--- src/rtl/mem_arbiter_pkg.sv ---
// mem_arbiter_pkg: shared FSM encoding, requester identities and default widths
// for the two-port instruction/data memory arbiter.
package mem_arbiter_pkg;
    localparam int AW_DEF = 16;
    localparam int DW_DEF = 16;
    typedef enum logic [1:0] {S_IDLE, S_ACCESS, S_RESP} state_t;
    typedef enum logic {PORT_I = 1'b0, PORT_D = 1'b1} port_t;
endpackage

--- src/rtl/mem_arbiter_rr_arb2.sv ---
// rr_arb2: two-way round-robin pick; a lone requester always wins,
// a contested pick goes to the port that did not win last.
module rr_arb2
    import mem_arbiter_pkg::*;
(
    input  logic [1:0] req,
    input  port_t      last,
    output port_t      grant
);
    always_comb begin
        grant = (&req) ? port_t'(~last) : port_t'(req[1]);
    end
endmodule

--- src/rtl/mem_arbiter.sv ---
// mem_arbiter: shares one single-cycle memory between a fetch port and a data
// port; each access runs IDLE -> ACCESS -> RESP, so one access per 3 cycles.
module mem_arbiter
    import mem_arbiter_pkg::*;
#(
    parameter int AW = AW_DEF,
    parameter int DW = DW_DEF
) (
    input  logic          clk,
    input  logic          reset,
    input  logic          i_req,
    input  logic [AW-1:0] i_addr,
    output logic          i_ack,
    output logic [DW-1:0] i_rdata,
    input  logic          d_req,
    input  logic          d_we,
    input  logic [AW-1:0] d_addr,
    input  logic [DW-1:0] d_wdata,
    output logic          d_ack,
    output logic [DW-1:0] d_rdata,
    output logic          err,
    output logic          mem_en,
    output logic          mem_we,
    output logic [AW-2:0] mem_addr,
    output logic [DW-1:0] mem_wdata,
    input  logic [DW-1:0] mem_rdata
);
    state_t        r_state, w_next;
    port_t         r_id, r_last, w_grant;
    logic          r_we, r_mis, w_resp, w_take, w_is_d;
    logic [AW-2:0] r_addr;
    logic [DW-1:0] r_wdata, r_i_rdata, r_d_rdata, w_rdata;

    rr_arb2 u_rr (
        .req   ({d_req, i_req}),
        .last  (r_last),
        .grant (w_grant)
    );

    always_comb begin
        w_take    = (r_state == S_IDLE) && (i_req || d_req);
        w_is_d    = (w_grant == PORT_D);
        w_next    = w_take ? S_ACCESS : (r_state == S_ACCESS) ? S_RESP : S_IDLE;
        w_resp    = (r_state == S_RESP);
        w_rdata   = r_mis ? '0 : mem_rdata;
        mem_en    = (r_state == S_ACCESS) && !r_mis;
        mem_we    = mem_en && r_we;
        mem_addr  = r_addr;
        mem_wdata = r_wdata;
        i_ack     = w_resp && (r_id == PORT_I);
        d_ack     = w_resp && (r_id == PORT_D);
        err       = w_resp && r_mis;
        i_rdata   = i_ack ? w_rdata : r_i_rdata;
        d_rdata   = d_ack ? w_rdata : r_d_rdata;
    end

    always_ff @(posedge clk) begin
        if (reset) begin
            r_state   <= S_IDLE;
            r_id      <= PORT_I;
            r_last    <= PORT_I;
            r_we      <= 1'b0;
            r_mis     <= 1'b0;
            r_addr    <= '0;
            r_wdata   <= '0;
            r_i_rdata <= '0;
            r_d_rdata <= '0;
        end else begin
            r_state <= w_next;
            if (w_take) begin
                r_id    <= w_grant;
                r_last  <= w_grant;
                r_we    <= w_is_d && d_we;
                r_mis   <= w_is_d ? d_addr[0] : i_addr[0];
                r_addr  <= w_is_d ? d_addr[AW-1:1] : i_addr[AW-1:1];
                r_wdata <= w_is_d ? d_wdata : '0;
            end
            // Latched so the idle port's rdata keeps showing its last result.
            if (i_ack) r_i_rdata <= w_rdata;
            if (d_ack) r_d_rdata <= w_rdata;
        end
    end
endmodule

--- config.mk ---
export PLATFORM = sky130hd
export DESIGN_NAME = mem_arbiter
export DESIGN_NICKNAME = d
export VERILOG_FILES = /design/src/rtl/mem_arbiter_pkg.sv /design/src/rtl/mem_arbiter_rr_arb2.sv /design/src/rtl/mem_arbiter.sv
export SDC_FILE = /design/constraint.sdc
export NUM_CORES = 1
export LEC_CHECK = 0
export BUFFER_PORTS_ARGS = -buffer_cell sky130_fd_sc_hd__buf_4
export CORE_MARGIN = 1
export CORE_UTILIZATION = 49
export CTS_CLUSTER_DIAMETER = 40
export DETAILED_ROUTE_END_ITERATION = 6
export PLACE_DENSITY = 0.86
export SLEW_MARGIN = 30
export SYNTH_ARGS = -nofsm -noshare
export SYNTH_HDL_FRONTEND = slang
export SYNTH_SLANG_ARGS = --single-unit
--- constraint.sdc ---
create_clock -name clk -period 3.65 [get_ports clk]
set_clock_uncertainty 0.15 [all_clocks]
set_input_delay 0.1825 -clock clk [delete_from_list [all_inputs] [get_ports clk]]
set_output_delay 0.1825 -clock clk [all_outputs]
set_load 0.01 [all_outputs]
==> metrics.cfg <==
[clock_tree]
cts_tree = built
cts-root-buf = clkbuf_8
cts_sinks = 68
h-tree-depth = 3
cts_setup_buffers = 0
clk_path_buf_depth = 2
numCtsBuffers = 9
clk_latency_ns = 0.33
clk_pin_slew_ns = 0.07

[layout]
nets = 539
regArea_um2 = 1360
multi_input_area_um2 = 1300
area.growth.synth_to_final_pct = 58.2
diodes = 0
post-route-cell-area_um2 = 4410
drive_gt1_frac = 0.378
final_cell_mix = buf_4, dfxtp_1, nand2_1, dlygate4sd3_1, a21oi_1
n_fill_cell = 351
layout_commonest_cell = buf_4

[timing]
fin_crit_ns = 2.59
worstMarginPinSlew_ns = 0.930
finalSetupTns_ns = 0
fmax_mhz = 386
slew_violations = 0
whs_ns = 0.0326
relSlewSlack = 0.377
setup_viol = 0
hold_violations = 0
fin_crit_sh = 0.710
rsz0062_at_grt = no

[global_route]
overflow = 0
antenna_found_initial = 0
grt_pass1_wl_mm = 13.8
grt_pass1_vias = 2873
grt_max_degree = 37
grt_use_total = 0.293

[yosys]
synth_edf_count = 0
synth.distinct_cells = 27
synth_seq_cells = 68
yosysWarnings = 0
synthArstFlopShare = 0
syn_nets = 368
syn_area_um2 = 2790
synth_seq_area_share = 0.488
avgSynthCellArea_um2 = 9.33
synth_top_flop_cell = dfxtp_1
syn-instance-count = 299

[drt]
drt_iter0_markers = 106
wl_per_cell_um = 16.3
drc = 0
ant_nets = 0
vias = 2863
routed_wl_mm = 8.88
viasPerCell = 5.25
drt_pass1_iterations = 4

[critical_path]
required_ns = 3.32
cp_max_fo = 33
crit_path_end_kind = output port
timing.rr.start = r_state[1]$_SDFF_PP0_
path_class = reg -> out
cp.arrival_ns = 2.26
reg2reg_to = r_i_rdata[2]$_SDFF_PP0_
reg2reg_slack_ns = 1.53
r2r_cells = 3
cp-start-kind = flop

[floorplanning]
ioPinCount = 137
die_x_um = 77.4
die_h_um = 77.4
row_count = 27
core_area_um2 = 5510
start_util = 0.506
die_area_um2 = 6000

[min_path]
min_from = i_addr[3]
whs_path_depth = 3
whs_endpoint = mem_addr[2]$_SDFFE_PP0P_
hold_class = in -> reg

[flow_run]
drv_cap = 0

[placement]
io_buffers = 136
placed_cell_area_um2 = 3800
hpwl_mm = 4.90
gp_congestion = 0.759

[outcome]
status = completed

[power_and_ir_drop]
ir_drop_mv = 0.269
powerDensity_nw_per_um2 = 390
p_total_uw = 1720
p_leak_uw = 0.00216

repair_timing:
action / CTS / global route
resized for setup: 0 / 0
hold buffers: 43 / 0
hold endpoints to repair: 30 / 0
endpoints found under the setup margin: 0 / 0
cell usage after synthesis (all sizes together) (2+ instances only):
master	number	area, µm²
a21oi	32	198
a22o	17	149
buf	11	78.8
clkbuf	11	41.3
dfxtp	68	1360
inv	4	15.0
mux2i	16	160
nand2	64	240
nand2b	19	119
nor2b	3	18.8
nor3b	2	15.0
o2bb2ai	16	140
or2	26	163
cell families after synthesis:
family,after synthesis,synth area share
buffers and inverters,26,0.0484
multiplexers,16,0.0574
AO/OA/AOI/OAI,68,0.183
flip-flops,68,0.488
AND/OR/NAND/NOR,121,0.223
worst max-delay path: stages, from the launching register on:
cell and delay (ns):
dfxtp_1 0.52, or3b_1 0.76, or2_2 0.45, nand2_1 0.07
buf_4 0.12
worst max path at each step:
stage                     startpoint     endpoint
4_1_cts        r_state[1]$_SDFF_PP0_  d_rdata[12]
5_1_grt        r_state[1]$_SDFF_PP0_   i_rdata[1]
6_report       r_state[1]$_SDFF_PP0_   i_rdata[1]
3_5_place_dp   r_state[1]$_SDFF_PP0_  d_rdata[12]
2_1_floorplan  r_state[1]$_SDFF_PP0_  i_rdata[10]
3_3_place_gp   r_state[1]$_SDFF_PP0_   d_rdata[5]
power breakdown:
group / total [µW] / internal (µW) / switching [µW]
Combinational: 331 / 187 / 144
Sequential: 817 / 783 / 34.5
Clock: 571 / 307 / 265
Total: 1720 / 1280 / 443
layer usage:
metal | up-vias | GRT usage | wire (µm)
met5 | - | 0 | 0
met4 | 0 | 0.104 | 119
met3 | 19 | 0.0694 | 587
met2 | 122 | 0.506 | 4410
met1 | 1371 | 0.354 | 3760
li1 | 1351 | - | -
stage by stage:
stage	util	setup slack, ns	instances
3_3_place_gp	0.690	1.35	487
2_1_floorplan	-	1.96	299
5_1_grt	0.801	0.921	545
3_5_place_dp	0.690	1.21	487
4_1_cts	0.799	0.852	544
6_report	0.801	1.06	545
flip-flops by register name (all words and copies together) (netlist names):
signal,flops
mem_addr,15
mem_wdata,16
r_d_rdata,16
r_i_rdata,16
r_last,1
r_mis,1
r_state,2
r_we,1
layout make-up:
cell class                 count  share of cell area
clock buffer                  11              0.0298
clock inverter                 3             0.00908
inverter                       4             0.00340
timing repair buffer         182               0.335
sequential                    68               0.309
tap                           72              0.0204
multi-input combinational    205               0.294
No activity file was read; power rests on OpenSTA's default activity.
